**config.mk**
```make
export PLATFORM = sky130hd
export DESIGN_NAME = ctrl_pipe
export DESIGN_NICKNAME = d
export VERILOG_FILES = /design/src/rtl/ctrl_pkg.sv /design/src/rtl/ctrl_pipe_inst_decode.sv /design/src/rtl/ctrl_pipe.sv
export SDC_FILE = /design/constraint.sdc
export NUM_CORES = 1
export LEC_CHECK = 0
export ABC_AREA = 1
export CAP_MARGIN = 0
export CORE_ASPECT_RATIO = 0.75
export CORE_MARGIN = 2
export CORE_UTILIZATION = 48
export CTS_BUF_LIST = sky130_fd_sc_hd__clkbuf_4 sky130_fd_sc_hd__clkbuf_8 sky130_fd_sc_hd__clkbuf_16
export CTS_CLUSTER_DIAMETER = 60
export DETAILED_ROUTE_END_ITERATION = 16
export PLACE_DENSITY = 0.87
export SLEW_MARGIN = 5
export SYNTH_ARGS = -nofsm -noshare
export SYNTH_HDL_FRONTEND = slang
export SYNTH_SLANG_ARGS = --single-unit
```
**constraint.sdc**
```tcl
create_clock -name clk_50MHz -period 3.59 [get_ports clk_50MHz]
set_clock_uncertainty 0.1 [all_clocks]
set_input_delay 0.718 -clock clk_50MHz [delete_from_list [all_inputs] [get_ports clk_50MHz]]
set_output_delay 0.718 -clock clk_50MHz [all_outputs]
set_load 0.02 [all_outputs]
```
**src/rtl/ctrl_pkg.sv**
```systemverilog
`default_nettype none
// ============================================================================
//  Module      : ctrl_pkg
//  Description : Opcode/function constants, control-field enums, the ctrl_t
//                bundle carried down the pipe and its all-zero NOP value.
//  Revision    : 1.0 - initial release
// ============================================================================
package ctrl_pkg;

  // Instruction field positions
  localparam int OPC_W   = 5;
  localparam int OPC_LSB = 11;
  localparam int RX_LSB  = 8;
  localparam int RY_LSB  = 5;
  localparam int RZ_LSB  = 2;

  // Major opcodes (id_inst[15:11])
  localparam logic [OPC_W-1:0] OP_NOP    = 5'b00001;
  localparam logic [OPC_W-1:0] OP_B      = 5'b00010;
  localparam logic [OPC_W-1:0] OP_BEQZ   = 5'b00100;
  localparam logic [OPC_W-1:0] OP_BNEZ   = 5'b00101;
  localparam logic [OPC_W-1:0] OP_ADDIU3 = 5'b01000;
  localparam logic [OPC_W-1:0] OP_ADDIU  = 5'b01001;
  localparam logic [OPC_W-1:0] OP_LI     = 5'b01101;
  localparam logic [OPC_W-1:0] OP_LW     = 5'b10011;
  localparam logic [OPC_W-1:0] OP_SW     = 5'b11011;
  localparam logic [OPC_W-1:0] OP_RRR    = 5'b11100;
  localparam logic [OPC_W-1:0] OP_RR     = 5'b11101;

  // Function codes: RRR group uses [1:0], RR group uses [4:0]
  localparam logic [1:0] FN_ADDU = 2'b01;
  localparam logic [1:0] FN_SUBU = 2'b11;
  localparam logic [4:0] FN_JR   = 5'b00000;
  localparam logic [4:0] FN_AND  = 5'b01100;
  localparam logic [4:0] FN_OR   = 5'b01101;

  // Field widths
  localparam int ALU_OP_W   = 3;
  localparam int ALU_SEL_W  = 2;
  localparam int WB_DATA_W  = 2;
  localparam int JUMP_EN_W  = 2;
  localparam int JUMP_DAT_W = 2;
  localparam int IM_OP_W    = 3;
  localparam int RAM_DAT_W  = 2;
  localparam int WB_ADDR_W  = 2;

  typedef enum logic [ALU_OP_W-1:0] {
    ALU_NONE = 3'd0, ALU_ADD = 3'd1, ALU_SUB = 3'd2, ALU_AND = 3'd3, ALU_OR = 3'd4
  } alu_op_e;

  typedef enum logic [ALU_SEL_W-1:0] {
    A_NONE = 2'd0, A_RX = 2'd1, A_RY = 2'd2, A_PC = 2'd3
  } alu_a_op_e;

  typedef enum logic [ALU_SEL_W-1:0] {
    B_NONE = 2'd0, B_RY = 2'd1, B_IM = 2'd2
  } alu_b_op_e;

  typedef enum logic {
    REG_NONE = 1'b0, REG_WR = 1'b1
  } reg_op_e;

  typedef enum logic [WB_DATA_W-1:0] {
    WB_NONE = 2'd0, WB_ALU = 2'd1, WB_RAM = 2'd2
  } wb_data_op_e;

  typedef enum logic {
    RAM_RD = 1'b0, RAM_WR = 1'b1
  } ram_op_e;

  typedef enum logic [JUMP_EN_W-1:0] {
    J_NONE = 2'd0, J_ALWAYS = 2'd1, J_EQZ = 2'd2, J_NEZ = 2'd3
  } jump_en_op_e;

  typedef enum logic [JUMP_DAT_W-1:0] {
    JD_NONE = 2'd0, JD_PC_IM = 2'd1, JD_RX = 2'd2
  } jump_data_op_e;

  typedef enum logic [IM_OP_W-1:0] {
    IM_NONE = 3'd0, IM_S_E_7_0 = 3'd1, IM_S_E_4_0 = 3'd2, IM_S_E_3_0 = 3'd3,
    IM_Z_E_7_0 = 3'd4, IM_S_E_10_0 = 3'd5
  } im_op_e;

  typedef enum logic [RAM_DAT_W-1:0] {
    RDT_NONE = 2'd0, RDT_RY = 2'd1
  } ram_data_op_e;

  // Destination selector, resolved to a GPR index inside the decoder
  typedef enum logic [WB_ADDR_W-1:0] {
    WBA_NONE = 2'd0, WBA_RX = 2'd1, WBA_RY = 2'd2, WBA_RZ = 2'd3
  } wb_addr_op_e;

  typedef struct packed {
    alu_op_e       alu_op;
    alu_a_op_e     alu_a_op;
    alu_b_op_e     alu_b_op;
    reg_op_e       reg_op;
    wb_data_op_e   wb_data_op;
    logic          ram_en;
    ram_op_e       ram_op;
    jump_en_op_e   jump_en_op;
    jump_data_op_e jump_data_op;
    im_op_e        im_op;
    ram_data_op_e  ram_data_op;
  } ctrl_t;

  localparam int    CTRL_W   = $bits(ctrl_t);
  localparam ctrl_t CTRL_NOP = '0;

endpackage
`default_nettype wire

```
**src/rtl/ctrl_pipe_inst_decode.sv**
```systemverilog
`default_nettype none
// ============================================================================
//  Module      : inst_decode
//  Description : Purely combinational ID-stage decoder: instruction word to
//                control bundle, resolved destination, source-use flags and
//                illegal-opcode flag. Unknown encodings yield CTRL_NOP.
//  Revision    : 1.0 - initial release
// ============================================================================
module inst_decode
  import ctrl_pkg::*;
#(
  parameter int INST_W     = 16,
  parameter int REG_ADDR_W = 3
) (
  input  logic [INST_W-1:0]     i_inst,
  output ctrl_t                 o_ctrl,
  output logic [REG_ADDR_W-1:0] o_wb_addr,
  output logic                  o_src_a_used,
  output logic                  o_src_b_used,
  output logic                  o_illegal
);

  logic [OPC_W-1:0] w_opc;
  wb_addr_op_e      w_wb_sel;

  assign w_opc = i_inst[OPC_LSB +: OPC_W];

  // Decode opcode/function into the bundle; every path starts from NOP defaults
  always_comb begin
    o_ctrl       = CTRL_NOP;
    w_wb_sel     = WBA_NONE;
    o_src_a_used = 1'b0;
    o_src_b_used = 1'b0;
    o_illegal    = 1'b0;
    case (w_opc)
      OP_NOP: ;
      OP_B: begin
        o_ctrl.jump_en_op   = J_ALWAYS;
        o_ctrl.jump_data_op = JD_PC_IM;
        o_ctrl.im_op        = IM_S_E_10_0;
      end
      OP_BEQZ, OP_BNEZ: begin
        o_ctrl.jump_en_op   = (w_opc == OP_BEQZ) ? J_EQZ : J_NEZ;
        o_ctrl.jump_data_op = JD_PC_IM;
        o_ctrl.im_op        = IM_S_E_7_0;
        o_src_a_used        = 1'b1;
      end
      OP_ADDIU3, OP_ADDIU: begin
        o_ctrl.alu_op     = ALU_ADD;
        o_ctrl.alu_a_op   = A_RX;
        o_ctrl.alu_b_op   = B_IM;
        o_ctrl.im_op      = (w_opc == OP_ADDIU) ? IM_S_E_7_0 : IM_S_E_3_0;
        o_ctrl.reg_op     = REG_WR;
        o_ctrl.wb_data_op = WB_ALU;
        w_wb_sel          = (w_opc == OP_ADDIU) ? WBA_RX : WBA_RY;
        o_src_a_used      = 1'b1;
      end
      OP_LI: begin
        o_ctrl.alu_op     = ALU_ADD;
        o_ctrl.alu_b_op   = B_IM;
        o_ctrl.im_op      = IM_Z_E_7_0;
        o_ctrl.reg_op     = REG_WR;
        o_ctrl.wb_data_op = WB_ALU;
        w_wb_sel          = WBA_RX;
      end
      OP_LW: begin
        o_ctrl.alu_op     = ALU_ADD;
        o_ctrl.alu_a_op   = A_RX;
        o_ctrl.alu_b_op   = B_IM;
        o_ctrl.im_op      = IM_S_E_4_0;
        o_ctrl.reg_op     = REG_WR;
        o_ctrl.wb_data_op = WB_RAM;
        o_ctrl.ram_en     = 1'b1;
        o_ctrl.ram_op     = RAM_RD;
        w_wb_sel          = WBA_RY;
        o_src_a_used      = 1'b1;
      end
      OP_SW: begin
        o_ctrl.alu_op      = ALU_ADD;
        o_ctrl.alu_a_op    = A_RX;
        o_ctrl.alu_b_op    = B_IM;
        o_ctrl.im_op       = IM_S_E_4_0;
        o_ctrl.ram_en      = 1'b1;
        o_ctrl.ram_op      = RAM_WR;
        o_ctrl.ram_data_op = RDT_RY;
        o_src_a_used       = 1'b1;
        o_src_b_used       = 1'b1;
      end
      OP_RRR: begin
        o_ctrl.alu_op     = (i_inst[1:0] == FN_SUBU) ? ALU_SUB : ALU_ADD;
        o_ctrl.alu_a_op   = A_RX;
        o_ctrl.alu_b_op   = B_RY;
        o_ctrl.reg_op     = REG_WR;
        o_ctrl.wb_data_op = WB_ALU;
        w_wb_sel          = WBA_RZ;
        o_src_a_used      = 1'b1;
        o_src_b_used      = 1'b1;
        o_illegal         = (i_inst[1:0] != FN_ADDU) && (i_inst[1:0] != FN_SUBU);
      end
      OP_RR: begin
        if (i_inst[4:0] == FN_JR && i_inst[7:5] == 3'b000) begin
          o_ctrl.jump_en_op   = J_ALWAYS;
          o_ctrl.jump_data_op = JD_RX;
          o_src_a_used        = 1'b1;
        end else if (i_inst[4:0] == FN_AND || i_inst[4:0] == FN_OR) begin
          o_ctrl.alu_op     = (i_inst[4:0] == FN_AND) ? ALU_AND : ALU_OR;
          o_ctrl.alu_a_op   = A_RX;
          o_ctrl.alu_b_op   = B_RY;
          o_ctrl.reg_op     = REG_WR;
          o_ctrl.wb_data_op = WB_ALU;
          w_wb_sel          = WBA_RX;
          o_src_a_used      = 1'b1;
          o_src_b_used      = 1'b1;
        end else begin
          o_illegal = 1'b1;
        end
      end
      default: o_illegal = 1'b1;
    endcase
    // An illegal word must carry nothing into the pipe
    if (o_illegal) begin
      o_ctrl       = CTRL_NOP;
      w_wb_sel     = WBA_NONE;
      o_src_a_used = 1'b0;
      o_src_b_used = 1'b0;
    end
  end

  // Resolve destination selector to a GPR index (0 when nothing is written)
  always_comb begin
    o_wb_addr = '0;
    case (w_wb_sel)
      WBA_RX:  o_wb_addr = i_inst[RX_LSB +: REG_ADDR_W];
      WBA_RY:  o_wb_addr = i_inst[RY_LSB +: REG_ADDR_W];
      WBA_RZ:  o_wb_addr = i_inst[RZ_LSB +: REG_ADDR_W];
      default: o_wb_addr = '0;
    endcase
  end

endmodule
`default_nettype wire

```
**src/rtl/ctrl_pipe.sv**
```systemverilog
`default_nettype none
// ============================================================================
//  Module      : ctrl_pipe
//  Description : Decodes the ID instruction and carries its control bundle
//                through NUM_STAGES registered stages (EX .. WB). Handles
//                memory-stall freeze, branch flush and load-use interlock.
//  Revision    : 1.0 - initial release
// ============================================================================
module ctrl_pipe
  import ctrl_pkg::*;
#(
  parameter int INST_W         = 16,
  parameter int REG_ADDR_W     = 3,
  parameter int NUM_STAGES     = 3,
  parameter int LOAD_USE_STALL = 1
) (
  input  logic                  clk_50MHz,
  input  logic                  rst,
  input  logic                  i_id_valid,
  input  logic [INST_W-1:0]     i_id_inst,
  input  logic                  i_flush,
  input  logic                  i_mem_stall,
  output logic                  o_stall_id,
  output logic                  o_illegal_inst,
  output logic                  o_ex_valid,
  output logic                  o_mem_valid,
  output logic                  o_wb_valid,
  output logic [CTRL_W-1:0]     o_ex_ctrl,
  output logic [CTRL_W-1:0]     o_mem_ctrl,
  output logic [CTRL_W-1:0]     o_wb_ctrl,
  output logic [REG_ADDR_W-1:0] o_ex_wb_addr,
  output logic [REG_ADDR_W-1:0] o_mem_wb_addr,
  output logic [REG_ADDR_W-1:0] o_wb_wb_addr
);

  localparam int MEM_IDX = NUM_STAGES - 2;
  localparam int WB_IDX  = NUM_STAGES - 1;

  ctrl_t                  w_dec_ctrl;
  logic [REG_ADDR_W-1:0]  w_dec_wb_addr;
  logic                   w_src_a_used;
  logic                   w_src_b_used;
  logic                   w_dec_illegal;
  logic [REG_ADDR_W-1:0]  w_rx;
  logic [REG_ADDR_W-1:0]  w_ry;
  logic                   w_ex_is_load;
  logic                   w_load_use;

  logic                   r_valid [NUM_STAGES];
  ctrl_t                  r_ctrl  [NUM_STAGES];
  logic [REG_ADDR_W-1:0]  r_addr  [NUM_STAGES];

  inst_decode #(
    .INST_W     (INST_W),
    .REG_ADDR_W (REG_ADDR_W)
  ) u_inst_decode (
    .i_inst       (i_id_inst),
    .o_ctrl       (w_dec_ctrl),
    .o_wb_addr    (w_dec_wb_addr),
    .o_src_a_used (w_src_a_used),
    .o_src_b_used (w_src_b_used),
    .o_illegal    (w_dec_illegal)
  );

  assign w_rx = i_id_inst[RX_LSB +: REG_ADDR_W];
  assign w_ry = i_id_inst[RY_LSB +: REG_ADDR_W];

  // Load in EX whose destination is read by the ID instruction
  always_comb begin
    w_ex_is_load = r_valid[0] && r_ctrl[0].ram_en && (r_ctrl[0].ram_op == RAM_RD)
                   && (r_ctrl[0].reg_op == REG_WR);
    w_load_use   = (LOAD_USE_STALL != 0) && w_ex_is_load && i_id_valid
                   && ((w_src_a_used && (w_rx == r_addr[0]))
                       || (w_src_b_used && (w_ry == r_addr[0])));
  end

  // mem_stall dominates; flush beats the interlock so a squashed consumer never stalls
  assign o_stall_id     = !rst && (i_mem_stall || (!i_flush && w_load_use));
  assign o_illegal_inst = !rst && i_id_valid && w_dec_illegal && !i_mem_stall
                          && !i_flush && !w_load_use;

  // Stage registers: freeze on mem_stall, bubble EX on flush/interlock, else shift
  always_ff @(posedge clk_50MHz or posedge rst) begin
    if (rst) begin
      for (int s = 0; s < NUM_STAGES; s++) begin
        r_valid[s] <= 1'b0;
        r_ctrl[s]  <= CTRL_NOP;
        r_addr[s]  <= '0;
      end
    end else if (!i_mem_stall) begin
      for (int s = NUM_STAGES - 1; s > 0; s--) begin
        r_valid[s] <= r_valid[s-1];
        r_ctrl[s]  <= r_ctrl[s-1];
        r_addr[s]  <= r_addr[s-1];
      end
      if (i_flush || w_load_use) begin
        r_valid[0] <= 1'b0;
        r_ctrl[0]  <= CTRL_NOP;
        r_addr[0]  <= '0;
      end else begin
        r_valid[0] <= i_id_valid;
        r_ctrl[0]  <= w_dec_ctrl;
        r_addr[0]  <= w_dec_wb_addr;
      end
    end
  end

  assign o_ex_valid    = r_valid[0];
  assign o_mem_valid   = r_valid[MEM_IDX];
  assign o_wb_valid    = r_valid[WB_IDX];
  assign o_ex_ctrl     = r_ctrl[0];
  assign o_mem_ctrl    = r_ctrl[MEM_IDX];
  assign o_wb_ctrl     = r_ctrl[WB_IDX];
  assign o_ex_wb_addr  = r_addr[0];
  assign o_mem_wb_addr = r_addr[MEM_IDX];
  assign o_wb_wb_addr  = r_addr[WB_IDX];

endmodule
`default_nettype wire

```
# After elaboration in Yosys (flattened, before gate mapping)
# Cells that the tools add are included.
[word_totals]
register_bits = 75
latch_bits = 0
mem_bits_rw = 0
mem_bits_ro = 0
in_bits = 21
out_inout_bits = 77
wordCells = 131
mem_count = 0
[classes]
add_sub_neg = 0
multipliers = 0
div = 0
n_lt_le_gt_ge = 0
n_eq_ne = 21
shift = 0
mux = 35
n_bitwise = 1
n_reduce_logical = 35
[ops]
columns = ["operator", "count"]
rows = [
  ["21-bit two-way mux", 2],
  ["3-bit one-hot mux with 3 select lines", 3],
  ["5-bit by 4-bit == test with 1-bit output (second input constant)", 5],
  ["5-bit == test (second input constant)", 4],
  ["10-bit two-way mux", 2],
  ["1-bit logical AND", 16],
  ["3-bit one-hot mux with 5 select lines", 1],
  ["1-bit two-way mux", 12],
  ["4-bit one-hot mux with 3 select lines", 1],
  ["5-bit by 3-bit == test with 1-bit output (second input constant)", 2],
  ["2-bit one-hot mux with 5 select lines", 1],
  ["5-bit OR reduction", 2],
  ["3-bit two-way mux", 3],
  ["9-bit OR reduction", 1],
  ["2-bit two-way mux", 4],
  ["2-bit one-hot mux with 2 select lines", 2],
  ["2-bit OR reduction", 4],
  ["7-bit OR reduction", 1],
  ["2-bit == test (second input constant)", 3],
  ["3-bit == test", 2],
  ["2-bit one-hot mux with 3 select lines", 1],
  ["5-bit by 1-bit == test with 1-bit output (second input constant)", 1],
  ["5-bit by 2-bit == test with 1-bit output (second input constant)", 1],
  ["5-bit logical NOT", 1],
  ["10 further kinds", 17],
]

# Depth between registers and ports, before layout
# Gate-level depths: netlist of the first run.
[depth]
depth_word = 12
mapped_depth = 13
ltp_nobuf = 12

# Hierarchy
# From an unflattened synthesis of the first run, not the netlist that was laid out.
[hier_totals]
cells_unflattened = 492
area_unflattened_um2 = 3746.1
[modules_own_cells]
columns = ["module", "instances", "cells_per_inst", "area_per_inst_um2", "seq_area_each_um2"]
rows = [
  ["ctrl_pipe", 1, 378, 3186.8, 1876.8],
  ["inst_decode", 1, 114, 559.3, 0.0],
]

# Worst setup path after synthesis of the first run
# OpenSTA, ideal clock, no wires.
[synth_path]
path_kind = "in2out"
start = "input rst"
end = "output o_illegal_inst"
arrival_time_ns = 2.725
required_ns = 2.772
setup_slack_ns = 0.047
path_stages = 3
path_buffers = 0
path_cell_list = "inv_1 -> nand2_1 -> nor3_2"
[synth_between]
elab_chain_len = 6
[synth_rtl]
columns = ["item", "line", "source"]
rows = [
  ["from (decl)", "ctrl_pipe.sv:18", "input logic rst,"],
  ["1-bit logical NOT (no source line)", "--", ""],
  ["1-bit logical AND (3 in a row)", "ctrl_pipe.sv:79", "assign o_illegal_inst = !rst && i_id_valid && w_dec_illegal && !i_mem_stall"],
  ["1-bit logical AND (2 in a row)", "ctrl_pipe.sv:80", "&& !i_flush && !w_load_use;"],
  ["to (decl)", "ctrl_pipe.sv:24", "output logic o_illegal_inst,"],
]
# No other way between the ends.

# Worst setup path after layout of the first run
[layout_path]
start = "input i_id_inst[13]"
end = "output o_illegal_inst"
[layout_between]
elab_chain_len = 9
word_cells_on_any_way = 28
cone_classes = "eq/ne (11); mux (5); reduce/logical (12)"
[layout_rtl]
columns = ["item", "line", "source"]
rows = [
  ["from (decl)", "ctrl_pipe.sv:20", "input logic [INST_W-1:0] i_id_inst,"],
  ["5-bit by 1-bit == test with 1-bit output, or another cell as far along", "ctrl_pipe_inst_decode.sv:35", "case (w_opc)"],
  ["9-bit OR reduction (no source line), or another cell as far along", "--", ""],
  ["1-bit one-hot mux with 3 select lines / 1-bit one-hot mux with 2 select lines (equally long branches)", "ctrl_pipe_inst_decode.sv:35", ""],
  ["1-bit two-way mux", "ctrl_pipe_inst_decode.sv:121", "if (o_illegal) begin"],
  ["1-bit logical AND, on equally long branches", "ctrl_pipe.sv:73, ctrl_pipe.sv:74", ""],
  ["1-bit logical OR", "ctrl_pipe.sv:74", "|| (w_src_b_used && (w_ry == r_addr[0])));"],
  ["1-bit logical AND", "ctrl_pipe.sv:73", "&& ((w_src_a_used && (w_rx == r_addr[0]))"],
  ["1-bit logical NOT", "ctrl_pipe.sv:80", ""],
  ["1-bit logical AND *", "ctrl_pipe.sv:80", ""],
]
# Mark *: on every way between the ends. The rest lies on a longest branch, timed or not.

==> summary.txt, run 1 <==
Route
  – Post-Route WL: approximately 8.9 mm
  – DRT antenna net count: 0
  – Via total after detailed routing: ~3200
  – Drt via density: 5.06
  – DR pass1 iterations: 6
  – Remaining routing DRC violations: 0
  – Number of design-rule violations left by the first detailed-router iteration: 213
  – Wirelength per Cell: about 14 µm

Clocking
  – Clock sink count: 69
  – Hold-fix buffers, CTS: 0
  – Largest buffer count on any clock path: 2
  – Total clock buffers created by CTS: 9
  – Post-CTS clock slew at the launch and capture registers of the worst setup and hold paths: around 0.08 ns
  – Clock tree root buffer cell: clkbuf_8
  – Buffer count from post-CTS setup fixing: 0
  – TritonCTS clock tree: done
  – Number of H-tree branching levels: 3
  – Latest clock arrival within the worst-skew pair: 0.34 ns

Floorplan
  – Die X: 101 µm
  – Initial core utilization: 0.499
  – Row count: 26
  – Die Height: just under 80 µm
  – I/O pin total: slightly below 100
  – Die Area: just under 8000 µm²
  – Total core area: between 6000 and 7000 µm²

Timing
  – Final worst path period need: 3.35 ns
  – Max transition margin: 0.431
  – Final-report hold violation count: 0
  – Period utilization: 0.933
  – RSZ-0062 raised after global routing: no
  – Transition time of the tightest slew-check pin: approximately 0.85 ns
  – Fmax achieved: 299 MHz
  – Number of endpoints failing setup at the final stage: 0
  – Setup TNS Final: 0 ns
  – Pins over their slew limit: 0

Final layout
  – Area of the multi-input gates: around 1500 µm²
  – Layout cell share with drive strength beyond 1: 0.163
  – Final net count: 556
  – Seq. cell area: between 1500 and 2000 µm²
  – Count of antenna diodes in the layout: 0
  – Area grow syn2layout: 40.1%
  – Final-layout fill cell count: 571
  – Util after Layout: 0.699

Yosys
  – Post-synthesis average cell area: between 8 and 9 µm²
  – Ys Warns: 0
  – Sequential-to-total area share from yosys stat: 0.506
  – Count of mapped cells out of synthesis: 420
  – Synthesized flop and latch total: a little under 70
  – Number of distinct library cells after synthesis: 26
  – Area of the mapped netlist: around 3400 µm²

Setup path
  – Arrival time of the worst setup path: approximately 2.5 ns
  – Type of the worst setup path: in -> out
  – Maximum net fanout on the critical path: 4
  – Endpoint class of the critical path: output port
  – Critical Path Source Type: input pin
  – List of cells traversed by the critical path: clkdlybuf4s50_1 -> nand2_1 -> nor2_4 -> nand2_2 -> nor2_1 -> nand2_1 -> nand2_1 -> inv_2 -> nand2_4 -> nor2_4 -> nand2_2 -> nand2_4 -> nor3_2 -> clkbuf_2
  – Crit-path slowest cell: clkdlybuf4s50_1
  – Critical Path Max Stage Delay: 0.53 ns
  – Most frequent cell on the critical path: nand2_1
  – Critical path data required time: between 2 and 3 ns

Status
  – Status: finished clean

GRT
  – Pin count of the biggest net entering global routing: between 70 and 80
  – First-pass GRT wire length: around 15 mm
  – Vias in the first global route: approximately 3100
  – Overflow left after global routing: 0
  – Antenna violations before repair: 0
  – GRT Total Usage: 0.242

Placement
  – Port bufs: just over 90
  – HPWL after DPL: between 6 and 7 mm
  – Routability-driven placement congestion ratio: between 0.8 and 0.9

Pwr
  – Highest ir drop seen on vdd: 189 µV
  – Power per Cell Area: 381 nW/µm²
  – Leakage Power: approximately 2.4 nW

Min path
  – Hold WC Path Type: reg -> reg

Flow run
  – Max-cap viol count: 0
## state kept, by name, summed over array words and instances (netlist names)
name           flops
o_ex_ctrl         19
o_mem_ctrl        19
o_wb_ctrl         19
o_ex_wb_addr       3
o_mem_wb_addr      3
o_wb_wb_addr       3
o_ex_valid         1
o_mem_valid        1
o_wb_valid         1
## worst max-delay path: cells and delay by family
| family | cells | cell delay, ns |
|---|---|---|
| simple gates | 11 | 1.02 |
| buf+inv | 3 | 0.79 |
## metal layers
layer / GRT usage / vias to the layer above / wire length (µm)
li1: - / 1544 / -
met1: 0.347 / 1467 / 4150
met2: 0.366 / 133 / 4020
met3: 0.0602 / 13 / 653
met4: 0.0622 / 0 / 103
met5: 0 / - / 0
## placed cells by master, fill, tap and decap left out, types with 7 or more instances in the layout
cell type and instances:
nand3_1 22, nor2_1 16, nor2_4 7, nand4_1 9, nand2_2 7, clkbuf_8 10, inv_1 29, buf_4 29
nand2_1 172, o21ai_0 21, clkdlybuf4s50_1 88, dfrtp_1 69
## final timing paths
path                       cells after the start                        start                          end  slack (ns)
max                                           14                i_id_inst[13]               o_illegal_inst        0.24
min                                            2     o_wb_ctrl[4]$_DFFE_PP0N_     o_wb_ctrl[4]$_DFFE_PP0N_        0.38
max reg2reg                                    8  o_ex_wb_addr[0]$_DFFE_PP0N_     o_ex_ctrl[6]$_DFFE_PP0N_        1.73
min reg2reg                                    2     o_wb_ctrl[4]$_DFFE_PP0N_     o_wb_ctrl[4]$_DFFE_PP0N_        0.38
max in group asynchronous                      3                          rst     o_ex_ctrl[3]$_DFFE_PP0N_        1.90
min in group asynchronous                      3                          rst  o_ex_wb_addr[0]$_DFFE_PP0N_        0.92
## synth_stat cells
library cell	instances	area, µm²
dfrtp_1	69	1730
o21ai_2	3	26.3
o21ai_0	21	105
buf_1	1	3.75
nor2_2	4	25.0
nand2_1	172	646
inv_1	30	113
nand4_1	9	56.3
nand2_2	7	43.8
nor3_2	1	10.0
o21ai_1	6	30.0
buf_12	1	20.0
nand3_2	3	30.0
nor2_1	16	60.1
xor2_1	6	52.6
buf_4	7	52.6
conb_1	1	3.75
a21oi_4	1	16.3
nor2_4	7	78.8
nand2_4	2	22.5
nor3_1	4	20.0
nand3_1	22	110
a21oi_1	4	20.0
o22ai_2	6	75.1
inv_2	5	18.8
clkbuf_1	12	45.0
## repair_timing
action                                  in CTS  in global routing
pin swaps                                    0                  0
gates resized for setup                      2                  4
cloned                                       0                  0
endpoints found under the setup margin       2                  2
hold endpoints to repair                     0                  0
## where the power goes
part | leakage (nW) | internal [mW] | switching (mW) | total [mW]
Combinational | 1.32 | 0.0852 | 0.136 | 0.221
Sequential | 0.958 | 0.792 | 0.0116 | 0.804
Clock | 0.124 | 0.491 | 0.306 | 0.797
Total | 2.40 | 1.37 | 0.454 | 1.82
## logic make-up (layout without fill, tap and decap cells)
logic type | count (synthesis) | after routing | synth area share
AND/OR/NAND/NOR | 247 | 247 | 0.323
flip-flops | 69 | 69 | 0.506
buffers and inverters | 56 | 171 | 0.0741
AO/OA/AOI/OAI | 41 | 41 | 0.0800
XOR/XNOR | 6 | 6 | 0.0154
other | 1 | 6 | 0.00110
## area by class of cell
class                      instances  area share
sequential                        69       0.361
timing repair buffer             120       0.233
inverter                          35      0.0275
clock inverter                     5      0.0223
multi-input combinational        300       0.303
tap                               84      0.0220
clock buffer                      11      0.0304
## metrics by stage
stage,power (mW),worst slack (ns),area [µm²],std cells,hold slack (ns)
floorplan,0.947,0.0474,3430,425,0.491
global placement,1.04,-0.174,4540,608,0.361
detailed placement,1.04,-0.193,4540,608,0.364
CTS,1.82,0.0797,4790,624,0.385
global route,1.88,0.0542,4780,624,0.407
finish,1.82,0.242,4780,624,0.381
Power figures use the tool's default switching activity.
==> inputs of run 2 (changes only) <==
--- a/config.mk
+++ b/config.mk
@@ -7,9 +7,11 @@
 export LEC_CHECK = 0
 export ABC_AREA = 1
 export CAP_MARGIN = 0
+export CELL_PAD_IN_SITES_DETAIL_PLACEMENT = 0
+export CELL_PAD_IN_SITES_GLOBAL_PLACEMENT = 1
 export CORE_ASPECT_RATIO = 0.75
 export CORE_MARGIN = 2
-export CORE_UTILIZATION = 48
+export CORE_UTILIZATION = 35
 export CTS_BUF_LIST = sky130_fd_sc_hd__clkbuf_4 sky130_fd_sc_hd__clkbuf_8 sky130_fd_sc_hd__clkbuf_16
 export CTS_CLUSTER_DIAMETER = 60
 export DETAILED_ROUTE_END_ITERATION = 16
==> summary.txt, run 2 (synthesis gave the netlist of run 1 again) <==
Timing
  – Pins over their slew limit: 0 (unchanged)
  – WHS: 0.375 ns (-0.00591 ns)
  – Period utilization: 0.948 (+0.0159)
  – Max transition margin: 0.423 (-0.00828)
  – Fmax achieved: 294 MHz (-1.7%)
  – Setup TNS Final: 0 ns (unchanged)
  – Final worst path period need: 3.40 ns (+0.0569 ns)
  – Transition time of the tightest slew-check pin: 0.866 ns (+0.0124 ns)
  – Number of endpoints failing setup at the final stage: 0 (unchanged)
  – RSZ-0062 raised after global routing: no
  – Final-report hold violation count: 0 (unchanged)

Min path
  – Hold WC Path Type: reg -> reg
  – Worst hold start: o_wb_ctrl[18]$_DFFE_PP0N_

Final layout
  – Non-filler cells in the finished layout: 672 (+7.7%)
  – Layout cell share with drive strength beyond 1: 0.163 (unchanged)
  – Final net count: 556 (unchanged)
  – Most frequent cells in the layout: nand2_1, clkdlybuf4s50_1, dfrtp_1
  – Most common library cell in the layout ignoring fill and taps: nand2_1
  – Count of antenna diodes in the layout: 0 (unchanged)
  – Area grow syn2layout: 42.6%
  – Final-layout fill cell count: 957 (+68%)
  – Util after Layout: 0.508 (-0.192)

GRT
  – Vias in the first global route: 2993 (-2.0%)
  – Antenna violations before repair: 0 (unchanged)
  – Pin count of the biggest net entering global routing: 73 (unchanged)
  – Overflow left after global routing: 0 (unchanged)
  – GRT Total Usage: 0.173 (-0.0681)
  – First-pass GRT wire length: 14.4 mm (-3.2%)

Placement
  – Placed Instances: 656 (+7.9%)
  – Port bufs: 91 (unchanged)
  – Routability-driven placement congestion ratio: 0.907 (+1.8%)
  – HPWL after DPL: 6.63 mm (+3.5%)

Pwr
  – Power per Cell Area: 373 nW/µm² (-2.2%)
  – Post-layout total power: 1.81 mW (-0.47%)
  – Comb power frac: 0.122 (about the same)
  – Clock power frac: 0.435 (-0.003)
  – Net switching power: 0.468 mW (+3.1%)
  – Switching power as a share of total power: 0.258 (+0.00883)
  – Relative contribution of sequential cells to total power: 0.444 (+0.003)
  – Internal power summed over all cells: 1.35 mW (-1.6%)
  – Leakage Power: 2.41 nW (+0.23%)
  – Highest ir drop seen on vdd: 233 µV (+23%)

Setup path
  – Arrival time of the worst setup path: 2.59 ns (+0.06 ns)
  – Critical path data required time: 2.77 ns (about the same)
  – Endpoint class of the critical path: output port
  – Worst flop-to-flop path startpoint: o_ex_wb_addr[0]$_DFFE_PP0N_
  – List of cells traversed by the critical path: clkdlybuf4s50_1 -> nor2_2 -> nand2_2 -> inv_2 -> nand2_1 -> nand2_1 -> inv_2 -> nand2_4 -> nor2_4 -> nand2_2 -> nand2_4 -> nor3_2 -> clkbuf_2
  – Type of the worst setup path: in -> out
  – Critical Path Source Type: input pin
  – Critical path startpoint: i_id_inst[12]
  – Maximum net fanout on the critical path: 5 (+1)
  – Buffers & Inverters on Critical Path: 4 (+1)
  – Crit-path slowest cell: clkdlybuf4s50_1
  – Minimum setup slack among reg-to-reg paths: 1.76 ns (+0.03 ns)
  – Cell family contributing the most delay on the critical path: simple AND/OR/NAND/NOR gates
  – Critical Path Max Stage Delay: 0.54 ns (about the same)

Floorplan
  – Die Area: 10600 µm² (+35%)
  – I/O pin total: 98 (unchanged)
  – Die Height: 89.5 µm (+16%)
  – Die X: 118 µm (+16%)
  – Total core area: 9580 µm² (+40%)
  – Initial core utilization: 0.356 (-0.143)
  – Row count: 31 (+19%)

Route
  – Drt via density: 4.56 (-9.8%)
  – Post-Route WL: 8.87 mm (-0.65%)
  – DRT antenna net count: 0 (unchanged)
  – Wirelength per Cell: 13.2 µm (-7.7%)
  – DR pass1 iterations: 6 (unchanged)
  – Remaining routing DRC violations: 0 (unchanged)
  – Number of design-rule violations left by the first detailed-router iteration: 186 (-13%)
  – Via total after detailed routing: 3067 (-2.9%)

Clocking
  – Largest buffer count on any clock path: 2 (unchanged)
  – Number of H-tree branching levels: 3 (unchanged)
  – Clock sink count: 69 (unchanged)
  – Latest clock arrival within the worst-skew pair: 0.32 ns (-0.02 ns)
  – Clock tree root buffer cell: clkbuf_16
  – TritonCTS clock tree: done
  – Total clock buffers created by CTS: 9 (unchanged)
  – Post-CTS clock slew at the launch and capture registers of the worst setup and hold paths: 0.05 ns (-0.03 ns)

Flow run
  – Max-cap viol count: 0 (unchanged)

Status
  – Status: finished clean
==> run 2: changes by cell type in the layout (fill, tap and decap cells not counted) <==
cell        delta
bufinv_16      -3
clkinv_4       +1
clkbuf_4       -1
clkbuf_16      +9
clkbuf_8      -10
clkinvlp_4     +2
clkinv_2       +2
==> run 2: power groups by stage <==
| stage | Clock (mW) | Sequential [mW] | Combinational [mW] |
|---|---|---|---|
| 6_report | 0.788 | 0.805 | 0.221 |
| 5_1_grt | 0.846 | 0.806 | 0.241 |
| 4_1_cts | 0.809 | 0.805 | 0.223 |
| 3_5_place_dp | 0 | 0.819 | 0.223 |
| 3_3_place_gp | 0 | 0.818 | 0.219 |
| 2_1_floorplan | 0 | 0.836 | 0.110 |
==> run 2: worst paths after layout <==
check / to / cells after the start
hold / removal: o_wb_ctrl[18]$_DFFE_PP0N_ / 2
setup reg to reg: o_ex_ctrl[14]$_DFFE_PP0N_ / 8
setup / recovery: o_illegal_inst / 13
min in group asynchronous: o_ex_wb_addr[1]$_DFFE_PP0N_ / 3
max in group asynchronous: o_wb_ctrl[5]$_DFFE_PP0N_ / 3
hold reg to reg: o_wb_ctrl[18]$_DFFE_PP0N_ / 2
==> run 2: cell type report <==
cell class / count / area (µm²) / share of cell area
clock buffer: 9 / 225 / 0.0463
timing repair buffer: 120 / 1110 / 0.229
sequential: 69 / 1730 / 0.355
inverter: 35 / 131 / 0.0270
tap: 132 / 165 / 0.0340
multi-input combinational: 300 / 1450 / 0.298
clock inverter: 7 / 50.0 / 0.0103
==> run 2: worst reg2reg max path, cell delays in order (launching register included) <==
cell     delay, ns
dfrtp_1       0.46
xor2_1        0.20
nor3_1        0.25
o21ai_1       0.12
nand2_2       0.13
nand2_2       0.07
nand2_4       0.06
buf_4         0.22
o22ai_2       0.09
==> run 2: layer usage <==
layer	global-route usage	share of wire	up-vias	wire (µm)
li1	-	-	1543	-
met1	0.237	0.49	1423	4380
met2	0.272	0.43	95	3850
met3	0.0510	0.063	6	556
met4	0.0482	0.0089	0	79
met5	0	0	-	0
==> run 2: through the flow <==
stage	setup WS (ns)	instance area [µm²]
floorplan	0.0474	3430
global placement	-0.215	4600
detailed placement	-0.236	4600
CTS	0.0515	4870
global route	0.0627	4860
finish	0.185	4860
==> run 2: timing repair <==
action / 4_1_cts / 5_1_grt
buffers inserted: 0 / 0
endpoints found under the setup margin: 2 / 2
hold buffers: 0 / 0
gates resized for setup: 2 / 4
